$ cat src/rtl/demux_deser16.sv
// Serial-to-parallel deserializer: steers each accepted bit into a collect buffer
// at the running select index and hands off completed words over valid/ready.
module demux_deser16 #(
    parameter int unsigned WIDTH = 16,
    localparam int unsigned SEL_W = $clog2(WIDTH)
) (
    input  logic             clk,
    input  logic             reset,
    input  logic             in_valid,
    input  logic             in_bit,
    input  logic             in_first,
    output logic             in_ready,
    output logic [SEL_W-1:0] sel,
    output logic             out_valid,
    input  logic             out_ready,
    output logic [WIDTH-1:0] out_word,
    output logic             frame_err
);

    logic [WIDTH-1:0] collect;
    logic [WIDTH-1:0] collect_nxt;
    logic [WIDTH-1:0] word_nxt;
    logic [SEL_W-1:0] sel_nxt;
    logic             valid_nxt;
    logic             ferr_nxt;
    logic             last;
    logic             accept;
    logic             handoff;

    // Next-state: the final bit of a word stalls only while the previous word is unconsumed.
    always_comb begin
        last        = (sel == SEL_W'(WIDTH - 1));
        in_ready    = !(last && out_valid && !out_ready);
        accept      = in_valid && in_ready;
        handoff     = out_valid && out_ready;
        sel_nxt     = sel;
        collect_nxt = collect;
        word_nxt    = out_word;
        valid_nxt   = out_valid;
        ferr_nxt    = 1'b0;

        if (handoff) begin
            valid_nxt = 1'b0;
        end

        if (accept) begin
            if (in_first) begin
                // Realign: any partial word is dropped and the bit lands at index 0.
                collect_nxt    = '0;
                collect_nxt[0] = in_bit;
                sel_nxt        = SEL_W'(1);
                ferr_nxt       = (sel != '0);
            end else begin
                collect_nxt[sel] = in_bit;
                sel_nxt          = sel + SEL_W'(1);
                if (last) begin
                    word_nxt  = {in_bit, collect[WIDTH-2:0]};
                    valid_nxt = 1'b1;
                end
            end
        end
    end

    always_ff @(posedge clk) begin
        if (reset) begin
            sel       <= '0;
            collect   <= '0;
            out_word  <= '0;
            out_valid <= 1'b0;
            frame_err <= 1'b0;
        end else begin
            sel       <= sel_nxt;
            collect   <= collect_nxt;
            out_word  <= word_nxt;
            out_valid <= valid_nxt;
            frame_err <= ferr_nxt;
        end
    end

endmodule
$ cat config.mk
export PLATFORM = sky130hd
export DESIGN_NAME = demux_deser16
export DESIGN_NICKNAME = d
export VERILOG_FILES = /design/src/rtl/demux_deser16.sv
export SDC_FILE = /design/constraint.sdc
export NUM_CORES = 1
export LEC_CHECK = 0
export BUFFER_PORTS_ARGS = -buffer_cell sky130_fd_sc_hd__buf_2
export CAP_MARGIN = 30
export CORE_ASPECT_RATIO = 0.75
export CORE_UTILIZATION = 55
export CTS_CLUSTER_DIAMETER = 40
export DETAILED_ROUTE_END_ITERATION = 8
export GPL_TIMING_DRIVEN = 0
export PLACE_DENSITY = 0.8
export SKIP_LAST_GASP = 1
export SYNTH_ARGS = -nofsm -noshare
export SYNTH_HDL_FRONTEND = slang
export SYNTH_SLANG_ARGS = --single-unit
export TNS_END_PERCENT = 1
$ cat constraint.sdc
create_clock -name clk -period 2.1 [get_ports clk]
set_clock_uncertainty 0.1 [all_clocks]
set_input_delay 0.315 -clock clk [delete_from_list [all_inputs] [get_ports clk]]
set_output_delay 0.315 -clock clk [all_outputs]
set_load 0.05 [all_outputs]
## Word level (Yosys, flattened, before mapping)

Cells that the tools add are included.
Widths: inputs -> output; s select.

- Add/sub/neg operators: 1
- Multipliers: 0
- Div/mod/pow operators: 0
- Order comparisons: 2
- Eq/ne operators: 1
- Shift operators: 0
- Muxes and demuxes: 9
- Bitwise gates (word level): 2
- Reduce and logical (&&, ||, !) cells: 10

Operator list:

| kind | count |
|---|---|
| $bwmux 16 | 1 |
| $mux 16 | 1 |
| $logic_and 1x1->1 | 5 |
| $lt 4x5->1 const B | 1 |
| $mux 1 | 5 |
| $add 4x1->4 const B | 1 |
| $demux 1 s4 | 1 |
| $eq 4x4->1 const B | 1 |
| $ge 4x1->1 const B | 1 |
| $mux 4 | 1 |
| $reduce_bool 4->1 | 1 |
| $reduce_and 3->1 | 1 |
| $reduce_or 3->1 | 1 |
| $logic_not 1->1 | 2 |
| $not 1->1 | 2 |

- Flip-flop bits (word level): 38
- Latch bits: 0
- RAM bits: 0
- ROM bits: 0
- Input port bits: 6
- Output and inout bits: 23
- Logic and storage cells: 30
- Memories kept: 0

## Longest topological paths before layout

Gate-level depths: netlist (run 1).

- Word-level depth: 7
- Depth in mapped cells: 6
- Gate-level depth less buffers: 5

## Least setup slack after synthesis (run 1)

Ideal clock, no wire load.

- Path kind: reg-to-reg
- From: reg sel[1]
- To: reg sel[0]
- Library setup time: 90 ps
- Data arrival time: 1992 ps
- Data required time: 1910 ps
- Slack: -83 ps
- Cell stages (with the launch flop): 5
- Path buffers: 1
- Path through: dfxtp_1 -> ha_1 -> clkbuf_1 -> nand2_1 -> a221oi_2

- Longest elaborated chain between the ends: 5

RTL lines:

| element | line | RTL |
|---|---|---|
| start, declared | 13 | `output logic [SEL_W-1:0] sel,` |
| start signal, assigned | 72 | `sel <= sel_nxt;` |
| $eq 4x4->1 | 32 | `last = (sel == SEL_W'(WIDTH - 1));` |
| $logic_and 1x1->1 (2 in series) | 33 | `in_ready = !(last && out_valid && !out_ready);` |
| $logic_not 1->1 | 33 |  |
| via in_ready | 12 | `output logic in_ready,` |
| $logic_and 1x1->1 | 34 | `accept = in_valid && in_ready;` |

The timed path passes the listed nets, and every way through them passes these cells.
A chain may end at the register's enable or synchronous reset.

## Worst setup path in the final report (run 1)

- From: reg sel[1]
- To: out in_ready

- Longest elaborated chain between the ends: 4

RTL lines:

| element | line |
|---|---|
| $eq 4x4->1 | 32 |
| $logic_and 1x1->1 (2 in series) | 33 |
| $logic_not 1->1 | 33 |
| end, declared | 12 |

No other way between the ends.

==> results of run 1 <==
sequential cells by signal, indices dropped and copies added (netlist names):
signal,count
frame_err,1
collect,15
sel,4
out_valid,1
out_word,16
cells in the final DEF, fill, tap and decap left out, types with 7 or more instances in the layout:
cell	instances
inv_1	8
buf_2	40
nand2_1	7
nand4_1	17
dfxtp_1	37
nor3_1	11
nand4b_1	8
clkbuf_1	9
o31ai_1	17
mux2i_1	12
a21oi_1	19
area by class of cell:
type / count / area share (%)
well taps: 38 / 2.23
clock buffers: 6 / 3.87
multi-input cells: 130 / 44.3
repair buffers: 27 / 6.33
clock inverters: 2 / 1.76
inverters: 8 / 1.41
flip-flops and latches: 37 / 34.7
plain buffers: 24 / 5.40
worst max path at each step:
stage	from	to	slack, ns	cells after the start
floorplan	sel[1]	sel[0]	0.08	4
global placement	sel[1]	in_ready	0.33	4
detailed placement	sel[1]	in_ready	0.32	4
CTS	sel[1]	in_ready	0.18	4
global route	sel[1]	in_ready	0.1	4
finish	sel[1]	in_ready	0.17	4
worst max-delay path, cell delays in order, from the launching register on:
cell and delay [ns]:
dfxtp_1 0.41, ha_1 0.22, clkbuf_2 0.25, nand2_2 0.11, buf_2 0.23
metal layers:
metal,up-vias,wire [um],GRT usage [%]
met1,835,2160,40.1
met3,7,299,5.26
met5,-,0,0
met2,68,2020,41.0
met4,0,55,10.4
li1,825,-,-
power by group:
group | switching (W) | total [W] | internal [W]
sequential | 0.00000446 | 0.000711 | 0.000706
combinational | 0.0000713 | 0.000103 | 0.0000314
clock | 0.000259 | 0.000645 | 0.000386
through the flow:
| step | power [W] | setup slack (ns) |
|---|---|---|
| after detailed placement | 0.000827 | 0.315 |
| after floorplan | 0.000799 | 0.0832 |
| after CTS | 0.00146 | 0.181 |
| after global placement | 0.000824 | 0.331 |
| after global routing | 0.00151 | 0.0963 |
| final | 0.00146 | 0.171 |
cell families after synthesis:
kind of cell / count (synthesis) / synth area share (%)
simple gates: 59 / 19.7
compound gates: 55 / 22.5
flops: 37 / 40.5
buf+inv: 32 / 7.88
mux: 12 / 6.58
fa+ha+maj: 4 / 2.74
==> flow_summary.toml, run 1 <==
[place]
io_buffers = 27
hpwlAfterDp_mm = 3.27
dpl_cell_area_sq_um = 2010
place_inst = 264
gp_congestion = 0.926

[final_layout]
design_area_sq_um = 2130
drive_gt1_share_pct = 24.4
nNetsFinal = 243
utilization_pct = 70.1
multi_input_area_sq_um = 945
diodes = 0
syn2layout_area_growth_pct = 16.8
instances_no_fill = 272
seqCellArea_sq_um = 741
nFillCells = 235

[flow_run]
maxCapViolCount = 0

[setup_path]
cp.arrival_ns = 1.51
r2r_start = "sel[1]"
criticalPathCategory = "register to primary output"
startpoint_type = "register"
path_max_fanout = 10
critical_path_required_ns = 1.68
r2r_setup_slack_ns = 0.30
r2r-end = "out_word[3]"
end_kind = "primary output"
rr_worst_depth = 5

[clocking]
clock_latency_ns = 0.29
ctsResizeCount = 1
clk_pin_slew_ns = 0.08
post_cts_buffers = 0
ctsHoldBuffers = 0
cts_sinks = 37
cts_buffers = 5
cts_max_path_buffers = 2
cts_max_level = 2
cts_tree = "done"
root_buffer = "clkbuf_8"

[timing]
slew_viol_final = 0
setup_viol = 0
tns_ns = 0
finalCritPeriodShare_pct = 91.9
hold_viol = 0
fmax_mhz = 518
hold_slack_ns = 0.233
period_minus_slack_ns = 1.93
grt_setup_unrepaired = "false"
relSlewSlack_pct = 66.7
timing_worst_slew_pin_value_ns = 0.500

[global_route]
grt_overflow = 0
grt_pass1_wl_mm = 7.11
grt_max_degree = 13
antenna_found_initial = 0
grtUsageTotal_pct = 27.9
grt_pass1_vias = 1467

[die]
die-area_sq_um = 3560
io_pins = 29
rows = 17
die_w_um = 68.5
initial_core_util_pct = 60.1
dieHeight_um = 51.9
fp.coreArea_sq_um = 3040

[yosys]
syn_area_sq_um = 1830
yosysSeqAreaShare_pct = 40.5
yosysMostFrequentCell = "dfxtp_1"
avgSynthCellArea_sq_um = 9.18
ys_types = 34
ys_top_cells_by_count = "dfxtp_1 (37), a21oi_1 (19), nand4_1 (17), o31ai_1 (17), buf_2 (13)"
synthesis.nets = 209
ys_top_cells_by_area = "dfxtp_1 (41%), o31ai_1 (7.0%), mux2i_1 (6.6%)"
netlist.area_leader.share_pct = 40.5
syn_inst = 199
synth_top_area_cell = "dfxtp_1"
ys_warn_count = 0
synth_seq_cells = 37
ys.flop_type = "dfxtp_1"
synth_enable_flop_cells = 0
async_flop_share_pct = 0

[detailed_routing]
drtIter0Drc = 138
post-route-drc-count = 0
vias = 1735
wl_per_cell_um = 16.7
firstDrtPassIters = 5
avgViaCountPerCell = 6.38
drtAntennaViolNets = 0
routed_wirelength_mm = 4.53

[outcome]
status = "finished, final reports clean"

[worst_hold_path]
worstHoldStart = "in_bit"
min_to = "collect[3]"
min_path_type = "input pin to register"
hold_depth = 3

[power_and_ir_drop]
worst_ir_drop_vdd_mv = 0.440
power_density_nw_per_um2 = 683
power_leakage_nw = 0.865
Note: power is estimated with default switching activity, not from simulation.
==> run 2, diff against run 1 <==
Settings changed: REMOVE_ABC_BUFFERS set to 1.
Clock period 2.1 ns to 2.15 ns, I/O delays scaled along.
==> flow_summary.toml, run 2 (synthesis gave the netlist of run 1 again) <==
[clocking]
clock_latency_ns = 0.29
cts_tree = "done"
cts_sinks = 37
root_buffer = "clkbuf_8"
cts_max_path_buffers = 2
cts_max_level = 2
clk_pin_slew_ns = 0.07
cts_buffers = 5

[final_layout]
top_register = "out_word"
layout_common_cells = "dfxtp_1 (35), buf_2 (28), a21oi_1 (19), nand4_1 (17), o31ai_1 (17)"
utilization_pct = 66.3
instances_no_fill = 250
diodes = 0
nFillCells = 248
largest_reg_flops = 16
drive_gt1_share_pct = 22.2
syn2layout_area_growth_pct = 10.3
multi_input_area_sq_um = 946
nNetsFinal = 221
layout_commonest_cell = "dfxtp_1"
reg.largest.list = "out_word: 16 flops, collect: 15 flops, sel: 4 flops"
seqCellArea_sq_um = 743

[global_route]
antenna_found_initial = 0
grt_pass1_vias = 1415
grtUsageTotal_pct = 27.3
grt_overflow = 0
grt_max_degree = 34
grt_pass1_wl_mm = 6.98

[setup_path]
cp_num_buf_inv = 1
r2r_start = "sel[1]"
cp.arrival_ns = 1.71
crit_chain = "and4b_1, nand2_1, buf_2"
cpMaxStageDelayCell = "dfxtp_2"
startpoint_type = "register"
rr_worst_depth = 4
critical_path_required_ns = 1.73
end_kind = "primary output"
r2r_setup_slack_ns = 0.12
r2r-end = "out_word[1]"
cp_num_cells = 3
criticalPathCategory = "register to primary output"
worst_path_largest_cell_delay_ns = 0.56
cp_top_family = "simple AND/OR/NAND/NOR gates"
path_max_fanout = 24

[timing]
hold_viol = 0
relSlewSlack_pct = 45.5
grt_setup_unrepaired = "true"
tns_ns = 0
period_minus_slack_ns = 2.14
finalCritPeriodShare_pct = 99.4
fmax_mhz = 468
timing_worst_slew_pin_value_ns = 0.816
setup_viol = 0
slew_viol_final = 0

[worst_hold_path]
min_to = "out_valid"
hold_depth = 4
min_path_type = "input pin to register"
worstHoldStart = "out_ready"

[power_and_ir_drop]
power_leakage_nw = 0.786
worst_ir_drop_vdd_mv = 0.513
power_density_nw_per_um2 = 658

[die]
initial_core_util_pct = 60.1
die-area_sq_um = 3560
fp.coreArea_sq_um = 3040
dieHeight_um = 51.9
die_w_um = 68.5
io_pins = 29
rows = 17

[place]
io_buffers = 28
gp_congestion = 0.831
hpwlAfterDp_mm = 2.72
place_inst = 242

[detailed_routing]
wl_met1_mm = 1.88
firstDrtPassIters = 4
post-route-drc-count = 0
drtAntennaViolNets = 0
wl_met3_um = 269
wl_per_cell_um = 17.4
wl_met2_mm = 2.15
top_layer = "met4"
avgViaCountPerCell = 6.33
routed_wirelength_mm = 4.35
vias = 1583
drtIter0Drc = 100

[outcome]
status = "finished, final reports clean"

[flow_run]
maxCapViolCount = 0
## run 2: stage by stage
stage,power (W),cell area [sq um],setup WS (ns),hold WS [ns]
final,0.00133,2020,0.0130,0.297
after global placement,0.000799,1900,0.0267,0.347
after CTS,0.00133,2010,-0.0255,0.285
after detailed placement,0.000802,1910,-0.116,0.351
after floorplan,0.000764,1710,-0.113,0.289
after global routing,0.00137,2020,-0.0742,0.314
## run 2: repair_timing
item / CTS / global route
setup endpoints to repair: 17 / 18
hold buffers: 0 / 0
buffers inserted: 0 / 0
pin swaps: 0 / 0
gates resized for setup: 2 / 2
## run 2: where the power goes
group / total (W) / switching, W / internal (W)
Clock: 0.000538 / 0.000248 / 0.000290
Sequential: 0.000695 / 0.00000482 / 0.000690
Combinational: 0.0000929 / 0.0000660 / 0.0000269
## run 2: worst reg2reg max path, stage by stage, from the launching register on
cell and delay (ns):
dfxtp_1 0.43, ha_1 0.49, nand2_2 0.36, o31ai_1 0.39
a21oi_1 0.12
## run 2: worst max path at each step
| stage | startpoint | to |
|---|---|---|
| final | sel[2] | in_ready |
| after global routing | sel[2] | in_ready |
| after CTS | sel[1] | out_word[1] |
| after detailed placement | sel[2] | out_word[1] |
| after global placement | sel[2] | out_word[5] |
| after floorplan | sel[2] | sel[0] |
## run 2: cell type report
class                      instances  share of cell area, %
multi-input combinational        130                   46.9
clock buffer                       7                   4.78
timing repair buffer              29                   7.32
tap                               38                   2.36
clock inverter                     1                  0.248
inverter                           8                   1.49
sequential                        37                   36.9
## run 2: per-layer routing
metal,vias up,GRT usage [%]
li1,776,-
met1,749,36.1
met2,50,43.3
met3,8,6.36
met4,0,9.38
met5,-,0
==> run 3, diff against run 2 <==
Settings changed: RECOVER_POWER set to 100.
==> flow_summary.toml, run 3 (synthesis gave the netlist of run 1 again) <==
[power_and_ir_drop]
switching_power_w = 0.000319
total_power_w = 0.00132
p_seq_share_pct = 52.5
p_sw_share_pct = 24.1
power_density_nw_per_um2 = 665
clock_power_share_pct = 40.6
worst_ir_drop_vdd_mv = 0.508
p_int_w = 0.00101
power_leakage_nw = 0.699
p_comb_share_pct = 7.0

[die]
initial_core_util_pct = 60.1
dieHeight_um = 51.9
io_pins = 29
rows = 17
die-area_sq_um = 3560
die_w_um = 68.5
fp.coreArea_sq_um = 3040

[setup_path]
criticalPathCategory = "register to primary output"
critical_path_required_ns = 1.73
startpoint_type = "register"
cp.arrival_ns = 1.70
path_max_fanout = 24
end_kind = "primary output"

[outcome]
status = "finished, final reports clean"

[global_route]
grt_max_degree = 34
grt_overflow = 0
grt_pass1_vias = 1415
antenna_found_initial = 0
grt_pass1_wl_mm = 6.98
grtUsageTotal_pct = 27.3

[final_layout]
seqCellArea_sq_um = 743
multi_input_area_sq_um = 946
design_area_sq_um = 1990
diodes = 0
layout_common_cells = "dfxtp_1 (35), clkbuf_1 (20), a21oi_1 (19), nand4_1 (17), o31ai_1 (17)"
drive_gt1_share_pct = 12.7
layout_commonest_cell = "dfxtp_1"
reg.largest.list = "out_word: 16 flops, collect: 15 flops, sel: 4 flops"
largest_reg_flops = 16
nFillCells = 255
nNetsFinal = 221
syn2layout_area_growth_pct = 8.97
top_register = "out_word"

[place]
io_buffers = 28
dpl_cell_area_sq_um = 1910
hpwlAfterDp_mm = 2.72
gp_congestion = 0.831

[clocking]
root_buffer = "clkbuf_8"
post_cts_buffers = 0
cts_max_path_buffers = 2
cts_max_level = 2
clk_pin_slew_ns = 0.07
cts_sinks = 37
cts_tree = "done"
clock_latency_ns = 0.29
cts_buffers = 5

[detailed_routing]
vias = 1591
avgViaCountPerCell = 6.36
firstDrtPassIters = 4
drtIter0Drc = 102
wl_per_cell_um = 17.3
routed_wirelength_mm = 4.32
drtAntennaViolNets = 0
post-route-drc-count = 0

[timing]
finalCritPeriodShare_pct = 98.9
fmax_mhz = 470
period_minus_slack_ns = 2.13
hold_viol = 0
slew_viol_final = 0
timing_worst_slew_pin_value_ns = 0.807
setup_viol = 0
grt_setup_unrepaired = "true"
relSlewSlack_pct = 46.1

[flow_run]
maxCapViolCount = 0

[worst_hold_path]
min_path_type = "input pin to register"
-- run 3: changes by cell type in the layout (fill, tap and decap cells not counted), sizes merged --
cell / previous run / this run
buf: 29 / 9
clkbuf: 7 / 27
-- run 3: power groups by stage --
stage | clock network [W] | registers, W | logic (W)
after floorplan | 0 | 0.000719 | 0.0000444
after global placement | 0 | 0.000710 | 0.0000890
after detailed placement | 0 | 0.000710 | 0.0000917
after CTS | 0.000547 | 0.000694 | 0.0000926
after global routing | 0.000570 | 0.000695 | 0.000100
final | 0.000538 | 0.000695 | 0.0000922
-- run 3: per-layer routing --
metal	global-route usage [%]	vias to the layer above	part of all wire [%]
met5	0	-	0
met4	9.38	0	1.4
met3	6.36	9	6.1
met2	43.3	54	49
met1	36.1	749	43
li1	-	779	-
-- run 3: worst paths after layout --
kind,depth (start not counted),slack [ns],end,from
max,3,0.02,in_ready,sel[2]
min,4,0.29,out_valid,out_ready
min reg2reg,2,0.36,collect[0],collect[0]
max reg2reg,4,0.14,out_word[1],sel[1]
-- run 3: what timing repair did --
action                                 in CTS  in global routing
setup endpoints to repair                  17                 18
resized for setup                           2                  2
endpoints found under the hold margin       0                  0
cloned                                      0                  0
hold buffers                                0                  0
pin swaps                                   0                  0
-- run 3: layout make-up --
cell class,instances,area share (%)
inverter,8,1.51
clock inverter,1,0.251
clock buffer,7,4.84
sequential,37,37.3
tap,38,2.39
timing repair buffer,29,6.16
multi-input combinational,130,47.5
-- run 3: per-stage QoR --
step                      setup TNS (ns)  setup slack (ns)  std cells  utilization [%]  hold WS [ns]
final                                  0            0.0227        250             65.4         0.294
after global routing             -0.0742           -0.0742        250             65.4         0.314
after CTS                        -0.0255           -0.0255        250             66.1         0.285
after detailed placement          -0.761            -0.116        242             62.7         0.351
after global placement                 0            0.0267        241             62.5         0.347
after floorplan                   -0.191            -0.113        175                -         0.289
-- run 3: worst max-delay path, cell delays in order, from the launching register on --
cell and delay [ns]:
dfxtp_2 0.56, and4b_1 0.43, nand2_1 0.16, buf_2 0.26
